## src/rtl/zbb_exec_unit.sv

```systemverilog
// zbb_exec_unit: two-stage valid/ready pipelined Zbb execute unit (XLEN 32/64).
// Define ZBB_ROTATE_EN to build rol/ror/rori; otherwise those codes report illegal.
module zbb_exec_unit #(
   parameter int XLEN = 32,
   localparam int SHW = $clog2(XLEN)
) (
   input  logic            clk,
   input  logic            rst,
   input  logic            in_valid_i,
   output logic            in_ready_o,
   input  logic [XLEN-1:0] rs1_i,
   input  logic [XLEN-1:0] rs2_i,
   input  logic [XLEN-1:0] imm_i,
   input  logic [XLEN-1:0] ex_mem_i,
   input  logic [XLEN-1:0] mem_wb_i,
   input  logic [1:0]      mux1_i,
   input  logic [1:0]      mux2_i,
   input  logic            mux3_i,
   input  logic [4:0]      alu_op_i,
   output logic            out_valid_o,
   input  logic            out_ready_i,
   output logic [XLEN-1:0] res_o,
   output logic            illegal_o
);
   logic s1_valid_q, s1_valid_d, s2_valid_q, s2_valid_d, ill_q, ill_d, alu_ill, s1_load, s2_load;
   logic [4:0] op_q, op_d;
   logic [XLEN-1:0] op1_q, op1_d, op2_q, op2_d, res_q, res_d, alu_res, op1_sel, op2_pre, orc, rev;
   logic [SHW:0] clz, ctz, pop;

   assign s2_load = s1_valid_q & (!s2_valid_q | out_ready_i);
   assign in_ready_o = !s1_valid_q | s2_load;
   assign s1_load = in_valid_i & in_ready_o;
   assign op1_sel = mux1_i == 2'b00 ? rs1_i : mux1_i == 2'b01 ? mem_wb_i : mux1_i == 2'b10 ? ex_mem_i : '0;
   assign op2_pre = mux2_i == 2'b00 ? rs2_i : mux2_i == 2'b01 ? mem_wb_i : mux2_i == 2'b10 ? ex_mem_i : '0;
   assign out_valid_o = s2_valid_q;
   assign res_o = res_q;
   assign illegal_o = ill_q;

   always_comb begin
      s1_valid_d = s1_load | (s1_valid_q & !s2_load);
      s2_valid_d = s2_load | (s2_valid_q & !out_ready_i);
      op1_d = s1_load ? op1_sel : op1_q;
      op2_d = s1_load ? (mux3_i ? imm_i : op2_pre) : op2_q;
      op_d = s1_load ? alu_op_i : op_q;
      res_d = s2_load ? alu_res : res_q;
      ill_d = s2_load ? alu_ill : ill_q;
   end

   // Last hit wins: clz keeps the highest set bit, ctz the lowest.
   always_comb begin
      clz = (SHW+1)'(XLEN);
      ctz = (SHW+1)'(XLEN);
      pop = '0;
      for (int i = 0; i < XLEN; i++) begin
         if (op1_q[i]) clz = (SHW+1)'(XLEN-1-i);
         if (op1_q[XLEN-1-i]) ctz = (SHW+1)'(XLEN-1-i);
         pop = pop + (SHW+1)'(op1_q[i]);
      end
      orc = '0;
      rev = '0;
      for (int b = 0; b < XLEN/8; b++) begin
         orc[8*b +: 8] = {8{|op1_q[8*b +: 8]}};
         rev[8*b +: 8] = op1_q[XLEN-8-8*b +: 8];
      end
   end

`ifdef ZBB_ROTATE_EN
   logic [SHW-1:0] sh, shn;
   logic [XLEN-1:0] rol, ror;
   assign sh = op2_q[SHW-1:0];
   assign shn = -sh;
   assign rol = (op1_q << sh) | (op1_q >> shn);
   assign ror = (op1_q >> sh) | (op1_q << shn);
`endif

   always_comb begin
      alu_res = '0;
      alu_ill = 1'b0;
      case (op_q)
         5'b00000: alu_res = '0;
         5'b00001: alu_res = XLEN'(clz);
         5'b00010: alu_res = XLEN'(ctz);
         5'b00011: alu_res = XLEN'(pop);
         5'b00100: alu_res = op1_q < op2_q ? op1_q : op2_q;
         5'b00101: alu_res = op1_q > op2_q ? op1_q : op2_q;
         5'b00110: alu_res = {{(XLEN-16){op1_q[15]}}, op1_q[15:0]};
         5'b00111: alu_res = {{(XLEN-8){op1_q[7]}}, op1_q[7:0]};
         5'b01000: alu_res = $signed(op1_q) > $signed(op2_q) ? op1_q : op2_q;
         5'b01001: alu_res = $signed(op1_q) < $signed(op2_q) ? op1_q : op2_q;
         5'b01010: alu_res = {{(XLEN-16){1'b0}}, op1_q[15:0]};
`ifdef ZBB_ROTATE_EN
         5'b01011: alu_res = rol;
         5'b01100: alu_res = ror;
         5'b01101: alu_res = ror;
`endif
         5'b01110: alu_res = orc;
         5'b01111: alu_res = rev;
         5'b10000: alu_res = op1_q & ~op2_q;
         5'b10001: alu_res = op1_q | ~op2_q;
         5'b10010: alu_res = ~(op1_q ^ op2_q);
         default:  alu_ill = 1'b1;
      endcase
   end

   always_ff @(posedge clk or posedge rst)
      if (rst) begin
         s1_valid_q <= 1'b0;
         s2_valid_q <= 1'b0;
         op1_q <= '0;
         op2_q <= '0;
         op_q <= '0;
         res_q <= '0;
         ill_q <= 1'b0;
      end else begin
         s1_valid_q <= s1_valid_d;
         s2_valid_q <= s2_valid_d;
         op1_q <= op1_d;
         op2_q <= op2_d;
         op_q <= op_d;
         res_q <= res_d;
         ill_q <= ill_d;
      end
endmodule

```

## config.mk

```make
export PLATFORM = sky130hd
export DESIGN_NAME = zbb_exec_unit
export DESIGN_NICKNAME = d
export VERILOG_FILES = /design/src/rtl/zbb_exec_unit.sv
export SDC_FILE = /design/constraint.sdc
export NUM_CORES = 1
export LEC_CHECK = 0
export CAP_MARGIN = 20
export CORE_MARGIN = 4
export CORE_UTILIZATION = 45
export DETAILED_ROUTE_END_ITERATION = 12
export PLACE_DENSITY_LB_ADDON = 0.12
export SLEW_MARGIN = 10
export SYNTH_ARGS = -nofsm -noshare
export SYNTH_HDL_FRONTEND = slang
export SYNTH_SLANG_ARGS = --single-unit
export TNS_END_PERCENT = 50
```

## constraint.sdc

```tcl
create_clock -name clk -period 6 [get_ports clk]
set_input_delay 0.6 -clock clk [delete_from_list [all_inputs] [get_ports clk]]
set_output_delay 0.6 -clock clk [all_outputs]
set_load 0.1 [all_outputs]
```

==> reports/results.tsv <==
metric	value	unit
total congestion overflow	0	
Fmax	0.1761	GHz
ys async rst share	1.000	
clk slew on worst S/H paths	0.07	ns
EDFF count, synth	0	
worst vdd ir	0.7118	mV
CTS sink cnt	104	
Post CTS Setup Buffer Count	0	
CP startpoint	op1_q[23]$_DFFE_PP0P_	
Yosys top cell by area	dfrtp_1	
final instance area	12250	um2
share of post-route cells with drive strength above 1	0.04993	
DP Area	11980	um2
IO Pins	209	
largest cells by area after synthesis	dfrtp_1 (27%), mux2i_1 (10%), ha_1 (9.5%)	
routed length per instance	25.27	um
H-tree depth	3	
PD cells	404.2	nW/um2
status	completed	
Filler cells	1963	
number of synthesized register bits	104	
top_reg_cell synth	dfrtp_1	
sequential fraction of the synthesis area	0.2707	
max-slew violation count	0	
Final GP Congestion	0.9943	
Max-Cap Viols	0	
crit path max-delay cell type	fa_1	
Die X	154.2	um
DR pass1 iterations	6	
Core Area	21020	um2
Root Driver	clkbuf_16	
global-route met3 utilization	0.07107	
Placed Instances	1602	
clk_lat worst skew	0.36	ns
Pwr Total	4.951	mW
CP arrival	5.90	ns
GR peak layer	met2	
PostCTS Resize Cnt	0	
RR Startpoint	op1_q[23]$_DFFE_PP0P_	
Slew HR	0.2505	
Nets	1609	
M1 GR Usage	0.4665	
FP Rows	53	
leakage power total	5.311	nW
Die Y	154.2	um
hold crit path type	flip-flop to flip-flop	
hold path start	res_o[15]$_DFFE_PP0P_	
vias	10230	
Post-CTS Hold Buffers	0	
WP data required	6.22	ns
period utilization	0.9464	
drt total wl	40.91	mm
initial antenna violation count	2	
clock buffer depth	2	
fin cells	1619	
DRC errors left	0	
WP buf/inv	4	
first-pass GRT wire length	61.33	mm
Initial Util	0.4574	
post-detailed-route count of antenna-violating nets	0	
Cell Chain, Critical Path	inv_1, fa_1, fa_1, inv_1, fa_1, inv_1, fa_1, fa_1, fa_1, inv_1, ha_1, fa_1, a21o_1, a21oi_1, xnor2_1, nand2_1, nand3_1, a211oi_1, o221ai_1	
proportion of netlist area held by the largest area contributor	0.2707	
crit path max fanout	7	
library cells used by synthesis	67	
GRT Overall Usage	0.3354	
unrepaired setup endpoints after global routing	false	
Top cell by count, worst path	fa_1	
crit start category	flip-flop	
cell area after synthesis	9615	um2
final setup violation count	0	
vias in the first global route	9902	
CTS Buf Count	9	
CP delay by family, top	adder cells	
Mapped Cells	1167	
Fin Setup TNS	0	ns
final hold violation count	0	
Syn. warnings	0	
Initial DRC Count	1019	
Net Count, Synth	1438	
Worst Setup End Kind	flip-flop	
Post-DP HPWL	31.89	mm
Hold Slack	0.4938	ns
DR vias/cell	6.316	
crit path kind	flip-flop to flip-flop	
slowest cell delay on critical path	0.53	ns
TritonCTS clock tree	done	
Worst-Margin Slew	1.122	ns
Clock Skew	0.01117	ns
Syn Area/Cell	8.239	um2
full die area	23770	um2
largest net degree at the start of global routing	71	
I/O Buffers	208	
met2 Track Usage GR	0.5144	
Area Overhead vs Synth	27.40	%
post-layout min period	5.678	ns
-- per-layer routing --
| layer | up-vias | wire length [um] |
|---|---|---|
| li1 | 4584 | - |
| met5 | - | 0 |
| met4 | 0 | 1867 |
| met1 | 4894 | 16920 |
| met2 | 641 | 17860 |
| met3 | 107 | 4266 |
-- cell usage in the layout (no fill, tap or decap), drive strengths merged, types with 5 or more instances in the layout --
| master | n |
|---|---|
| a2111oi | 5 |
| a211oi | 50 |
| a21oi | 94 |
| a221oi | 12 |
| a22o | 5 |
| a22oi | 23 |
| buf | 30 |
| clkbuf | 10 |
| clkdlybuf4s50 | 205 |
| dfrtp | 104 |
| fa | 24 |
| ha | 73 |
| inv | 94 |
| mux2 | 5 |
| mux2i | 100 |
| nand2 | 156 |
| nand2b | 10 |
| nand3 | 12 |
| nand4 | 12 |
| nor2 | 80 |
| nor3 | 12 |
| nor4 | 11 |
| o2111ai | 17 |
| o211ai | 7 |
| o21ai | 101 |
| o221ai | 20 |
| o311ai | 7 |
-- kinds of logic (layout without fill, tap and decap cells) --
kind of cell,count (synthesis),count (layout),share of synthesized area
DFF,104,104,0.2707
other,0,2,0
and+or+nand+nor,315,315,0.1482
xor gates and xnor gates,3,3,0.002733
muxes,105,105,0.1126
adders and majority gates,97,97,0.1450
buffers and inverters,166,341,0.06584
AOI/OAI and AO/OA,377,377,0.2550
-- cell usage after synthesis (all sizes together) (16+ instances only) --
| cell type | n |
|---|---|
| o2111ai | 17 |
| a211oi | 50 |
| ha | 73 |
| fa | 24 |
| inv | 91 |
| nand2 | 156 |
| nor2 | 80 |
| clkbuf | 59 |
| o221ai | 20 |
| a21oi | 94 |
| buf | 16 |
| a22oi | 23 |
| o21ai | 101 |
| dfrtp | 104 |
| mux2i | 100 |
-- worst min-delay path, stage by stage (launching register included) --
cell     delay [ns]
dfrtp_1        0.35
nand2_1        0.05
o21ai_1        0.06
-- through the flow --
step	setup slack (ns)	util
after floorplan	0.7739	-
after global placement	0.4984	0.5697
after detailed placement	0.4596	0.5697
after CTS	0.3632	0.5825
after global routing	0.1072	0.5826
final	0.3218	0.5828
-- flip-flops by register name, indices dropped and copies added (netlist names) --
signal       count
op1_q           32
op2_q           32
res_o           32
op_q             5
illegal_o        1
out_valid_o      1
s1_valid_q       1
-- power by group --
group | total (mW) | internal (mW) | switching, mW
registers | 1.01 | 0.823 | 0.191
logic | 3.36 | 1.30 | 2.06
clock network | 0.580 | 0.286 | 0.294
-- cell type report --
class / instances / area (um2) / share of cell area
Clock buffer: 10 / 229.0 / 0.01869
Inverter: 91 / 344.1 / 0.02809
Tap cell: 275 / 344.1 / 0.02809
Clock inverter: 5 / 41.29 / 0.003370
Antenna cell: 2 / 5.005 / 0.0004085
Multi-Input combinational cell: 897 / 6415 / 0.5236
Sequential cell: 104 / 2603 / 0.2124
Timing Repair Buffer: 235 / 2270 / 0.1853
-- final timing paths --
path	to	slack, ns	cells after the start
max in group asynchronous	op1_q[25]$_DFFE_PP0P_	4.10	3
min reg2reg	res_o[15]$_DFFE_PP0P_	0.49	2
max	res_o[4]$_DFFE_PP0P_	0.32	19
min in group asynchronous	out_valid_o$_DFF_PP0_	0.69	2
min	res_o[15]$_DFFE_PP0P_	0.49	2
max reg2reg	res_o[4]$_DFFE_PP0P_	0.32	19
Power figures use the tool's default switching activity.
